--- src/rtl/seq_defs.vh ---
// Default build-time settings for the serial pattern detector.
`ifndef SEQ_DEFS_VH
`define SEQ_DEFS_VH
`define SEQ_DEF_WIDTH     4
`define SEQ_DEF_CNT_W     8
`define SEQ_DEF_RESET_PAT 4'b1101
`endif

--- src/rtl/seq_detector_n_pkg.sv ---
// Shared defaults and helpers for seq_detector_n and its counter.
`include "seq_defs.vh"

package seq_detector_n_pkg;
  localparam int DEF_WIDTH = `SEQ_DEF_WIDTH;
  localparam int DEF_CNT_W = `SEQ_DEF_CNT_W;
  localparam logic [DEF_WIDTH-1:0] DEF_RESET_PAT = `SEQ_DEF_RESET_PAT;

  // Bits needed to hold a fill count that runs from 0 up to and including w.
  function automatic int fill_bits(input int w);
    return $clog2(w + 1);
  endfunction
endpackage

--- src/rtl/sat_counter.sv ---
// Saturating up-counter with a synchronous clear that wins over increment.
module sat_counter #(
  parameter int CNT_W = 8
) (
  input  logic             clk,
  input  logic             rst,
  input  logic             inc,
  input  logic             clr,
  output logic [CNT_W-1:0] q
);

  localparam logic [CNT_W-1:0] CNT_MAX = '1;

  // Count register: clear has priority; increments stop at all-ones.
  always_ff @(posedge clk or negedge rst) begin
    if (!rst) begin
      q <= '0;
    end else if (clr) begin
      q <= '0;
    end else if (inc && (q != CNT_MAX)) begin
      q <= q + 1'b1;
    end
  end

endmodule

--- src/rtl/seq_detector_n.sv ---
// Serial detector for a programmable WIDTH-bit pattern, with optional
// overlapping matches, a registered match pulse and a saturating match count.
//
// Handshake: C is taken on a rising edge only when c_valid=1 and pat_we=0.
// pat_we=1 reloads the pattern and discards any bit offered in that cycle.
module seq_detector_n
  import seq_detector_n_pkg::*;
#(
  parameter int              WIDTH     = DEF_WIDTH,
  parameter int              CNT_W     = DEF_CNT_W,
  parameter logic [WIDTH-1:0] RESET_PAT = DEF_RESET_PAT
) (
  input  logic             clk,
  input  logic             rst,
  input  logic             C,
  input  logic             c_valid,
  input  logic             overlap,
  input  logic             pat_we,
  input  logic [WIDTH-1:0] pat_in,
  input  logic             cnt_clr,
  output logic             Y,
  output logic [CNT_W-1:0] match_cnt,
  output logic [WIDTH-1:0] pat
);

  localparam int FW = fill_bits(WIDTH);
  localparam logic [FW-1:0] FILL_FULL = FW'(WIDTH);
  localparam logic [FW-1:0] FILL_LAST = FW'(WIDTH - 1);

  logic [WIDTH-1:0] pat_q;
  // Only the WIDTH-1 most recent bits are kept: the incoming bit completes
  // the window, so the oldest bit of a full WIDTH-bit history is never read.
  logic [WIDTH-2:0] hist_q;
  logic [FW-1:0]    fill_q;
  logic             y_q;

  logic             accept;
  logic [WIDTH-1:0] window;
  logic             match;

  // Accept decision, candidate window and match condition for this edge.
  always_comb begin
    accept = c_valid && !pat_we;
    window = {hist_q, C};
    match  = accept && (fill_q >= FILL_LAST) && (window == pat_q);
  end

  // Pattern, history, fill level and match pulse registers.
  always_ff @(posedge clk or negedge rst) begin
    if (!rst) begin
      pat_q  <= RESET_PAT;
      hist_q <= '0;
      fill_q <= '0;
      y_q    <= 1'b0;
    end else if (pat_we) begin
      pat_q  <= pat_in;
      hist_q <= '0;
      fill_q <= '0;
      y_q    <= 1'b0;
    end else begin
      y_q <= match;
      if (accept) begin
        hist_q <= window[WIDTH-2:0];
        if (match && !overlap) begin
          fill_q <= '0;
        end else if (fill_q < FILL_FULL) begin
          fill_q <= fill_q + 1'b1;
        end
      end
    end
  end

  sat_counter #(
    .CNT_W(CNT_W)
  ) u_cnt (
    .clk(clk),
    .rst(rst),
    .inc(match),
    .clr(cnt_clr),
    .q  (match_cnt)
  );

  assign Y   = y_q;
  assign pat = pat_q;

endmodule

--- config.mk ---
export PLATFORM = sky130hd
export DESIGN_NAME = seq_detector_n
export DESIGN_NICKNAME = d
export VERILOG_FILES = /design/src/rtl/seq_detector_n_pkg.sv /design/src/rtl/sat_counter.sv /design/src/rtl/seq_detector_n.sv
export VERILOG_INCLUDE_DIRS = /design/src /design/src/rtl
export SDC_FILE = /design/constraint.sdc
export NUM_CORES = 1
export LEC_CHECK = 0
export ABC_AREA = 1
export BUFFER_PORTS_ARGS = -buffer_cell sky130_fd_sc_hd__buf_2
export CORE_MARGIN = 10
export CORE_UTILIZATION = 56
export CTS_BUF_LIST = sky130_fd_sc_hd__clkbuf_8
export DETAILED_ROUTE_END_ITERATION = 8
export HOLD_SLACK_MARGIN = 0.02
export PLACE_DENSITY = 0.81
export SLEW_MARGIN = 30
export SYNTH_ARGS = -nofsm -noshare
export SYNTH_HDL_FRONTEND = slang
export SYNTH_HIERARCHICAL = 1
export SYNTH_SLANG_ARGS = --single-unit
export TNS_END_PERCENT = 20
--- constraint.sdc ---
create_clock -name clk -period 2.3 [get_ports clk]
set_input_delay 0.69 -clock clk [delete_from_list [all_inputs] [get_ports clk]]
set_output_delay 0.69 -clock clk [all_outputs]
set_load 0.02 [all_outputs]
==> summary.txt <==
Run status
  – Outcome: finished, final reports clean

Drt
  – DRC marker count from the first detailed-route iteration: 37
  – Drt wl/cell: 11.9 um
  – Vias per std cell: 4.92
  – Drc violations: 0
  – Via count: 983
  – Drt pass-1 iters: 4
  – Drt total wl: 2390 um
  – Detail Route Antenna Nets: 0

Final layout
  – Number of antenna repair diodes: 0
  – Layout Nets: 188
  – Share of cells above drive strength 1: 28.3%
  – Synth-to-Final Area Change: 16.6%

Timing
  – Clk_skew: 0.000859 ns
  – Min cycle time layout: 1.94 ns
  – Setup WS post-layout: 0.358 ns
  – Slew Viols, Final: 0
  – Final Hold Violating Endpoints: 0
  – Final setup fails: 0
  – Slew margin rel.: 72.5%
  – FMAX: 0.515 GHz
  – Setup TNS: 0 ns
  – RSZ-0062 raised after global routing: false
  – WHS: 0.354 ns
  – Period Utilization, post-route: 84.4%
  – Slew @ Worst Pin: 0.412 ns

Floorplan
  – Die area: 4250 um2
  – Die X: 65.2 um
  – Row count: 16
  – I/O pin total: 24
  – Core footprint: 1940 um2
  – Die height: 65.2 um
  – Starting Density: 58.8%

Worst setup path
  – Arrival @ worst endpoint: 2.10 ns
  – CP top delay family: simple AND/OR/NAND/NOR gates
  – Critical Path Start Type: flop
  – WS Path Type: reg2reg
  – Count of buffer and inverter cells on the critical path: 2
  – CP max-delay cell: dfrtp_1
  – Crit path capture type: flop
  – Crit-path max cell delay: 0.39 ns
  – CP required: 2.46 ns
  – Worst Path Max Fanout: 4
  – Cells along the critical path: ha_1, ha_1, nor2_1, nand2_1, nand3_4, nor4_1, inv_1, a21oi_1, nand3_1, nand2_1, inv_1

CTS
  – CTS max path bufs: 2
  – CTS hold repair buffers: 0
  – Post_cts resized: 0
  – CTS Buf Count: 3
  – CTS clock-pin slew for the worst setup and hold paths: 0.07 ns
  – CTS tree: done
  – Post-CTS Setup Repair Bufs: 0
  – Root buffer cell: clkbuf_8
  – Clk sinks: 19
  – Worst-Skew Late Latency: 0.26 ns
  – Htree depth: 1

Global route
  – GR Util met3: 4.92%
  – Initial antenna violation count: 0
  – Met2 usage: 17.2%
  – Largest net degree at the start of global routing: 20
  – First-pass GRT wire length: 4020 um
  – GR peak layer: met2
  – Vias in the first global route: 943
  – Met1 usage: 14.8%
  – Congestion Overflow GR: 0
  – Gr usage total: 11.6%

Logic synthesis
  – Yosys warnings: 6
  – Mean Syn Cell Area: 7.82 um2
  – Distinct cell type count after synthesis: 26
  – Syn Std Cell Area: 1140 um2
  – Synth Net Count: 160
  – Sequential area share after synthesis: 41.9%
  – Post-Syn Instances: 146
  – Synth Register Bits: 19

Power and ir drop
  – Sw Ratio: 30.5%
  – Flop pwr share: 49.7%
  – Comb pwr share: 21.0%
  – Clock share of power: 29.3%
  – NetSw: 0.000238 W
  – Leak pwr: 0.695 nW
  – VDD IR max: 581 uV
  – Power Density: 586 nW/um2
  – P_int: 0.000542 W

Worst hold path
  – HP Class: in2async

Place
  – GPL Wtd Cong: 0.880
  – Post-DP HPWL: 1880 um
  – Setup WS pre-CTS: 0.223 ns
  – Port-buffer cells: 23

Run
  – Max-cap violations: 0
[kinds of logic (layout without fill, tap and decap cells)]
logic type	Yosys count	count (layout)	synth area share [%]
and+or+nand+nor	82	82	36.7
buffers and inverters	25	52	9.31
DFF	19	19	41.9
AOI/OAI and AO/OA	16	16	7.99
adders and majority gates	3	3	3.29
xor gates and xnor gates	1	1	0.767
[registers in the layout (all words and copies together), names as in the netlist]
register / cells
Y: 1
fill_q: 3
hist_q: 3
pat: 4
u_cnt/q: 8
[power groups by stage]
stage,logic (W),clock network [W],registers [W]
after floorplan,0.000109,0,0.000402
after global placement,0.000159,0,0.000394
after detailed placement,0.000166,0,0.000394
after CTS,0.000167,0.000234,0.000388
after global routing,0.000185,0.000251,0.000393
final,0.000164,0.000229,0.000388
[cell type report]
class	count	area (um2)
sequential	19	479
clock inverter	1	3.75
fill	167	609
inverter	24	95.1
multi-input combinational	102	557
timing repair buffer	24	123
tap	27	33.8
clock buffer	3	41.3
[synthesized netlist by cell type, drive strengths merged]
master | n | area, um2
inv | 23 | 86.3
o21ai | 6 | 30.0
ha | 3 | 37.5
nor3 | 2 | 10.0
o21bai | 2 | 15.0
dfstp | 3 | 78.8
nand2 | 48 | 200
xor2 | 1 | 8.76
nor4 | 2 | 12.5
buf | 1 | 11.3
nand3 | 16 | 115
a21oi | 6 | 33.8
o22ai | 2 | 12.5
dfrtp | 16 | 400
clkinv | 1 | 8.76
nor2 | 14 | 81.3
[metrics by stage]
step                      instance area (um2)  total power (W)  utilization (%)  instances
after global routing                     1330         0.000829             68.6        200
after detailed placement                 1290         0.000561             66.3        196
after floorplan                          1140         0.000511                -        146
after CTS                                1330         0.000790             68.6        200
after global placement                   1290         0.000553             66.3        196
final                                    1330         0.000781             68.6        200
[path summary, 6_finish.rpt]
kind / slack (ns) / cells after the start / endpoint / start
max in group asynchronous: 1.62 / 1 / pat[3]$_DFFE_PN1P_ / rst
worst max register to register: 0.36 / 11 / u_cnt/q[7]$_DFFE_PN0P_ / fill_q[0]$_DFFE_PN0P_
worst min-delay path: 0.35 / 1 / u_cnt/q[5]$_DFFE_PN0P_ / rst
worst min register to register: 0.49 / 2 / pat[2]$_DFFE_PN1P_ / pat[2]$_DFFE_PN1P_
min in group clk: 0.49 / 2 / pat[2]$_DFFE_PN1P_ / pat[2]$_DFFE_PN1P_
worst max-delay path: 0.36 / 11 / u_cnt/q[7]$_DFFE_PN0P_ / fill_q[0]$_DFFE_PN0P_
[metal layers]
metal	vias to the layer above	wire, um
li1	512	-
met1	443	1060
met2	23	1130
met3	5	158
met4	0	40
met5	-	0
[placed cells by master (no fill, tap or decap), drive strengths merged]
cell type and instances:
ha 3, o21bai 2, xor2 1, o22ai 2, clkbuf 3, nor2 14
nand3 16, dfstp 3, nor3 2, inv 24, a21oi 6, o21ai 6
nor4 2, nand2 48, dfrtp 16, buf 24, clkinv 1
No activity file was read; power rests on OpenSTA's default activity.
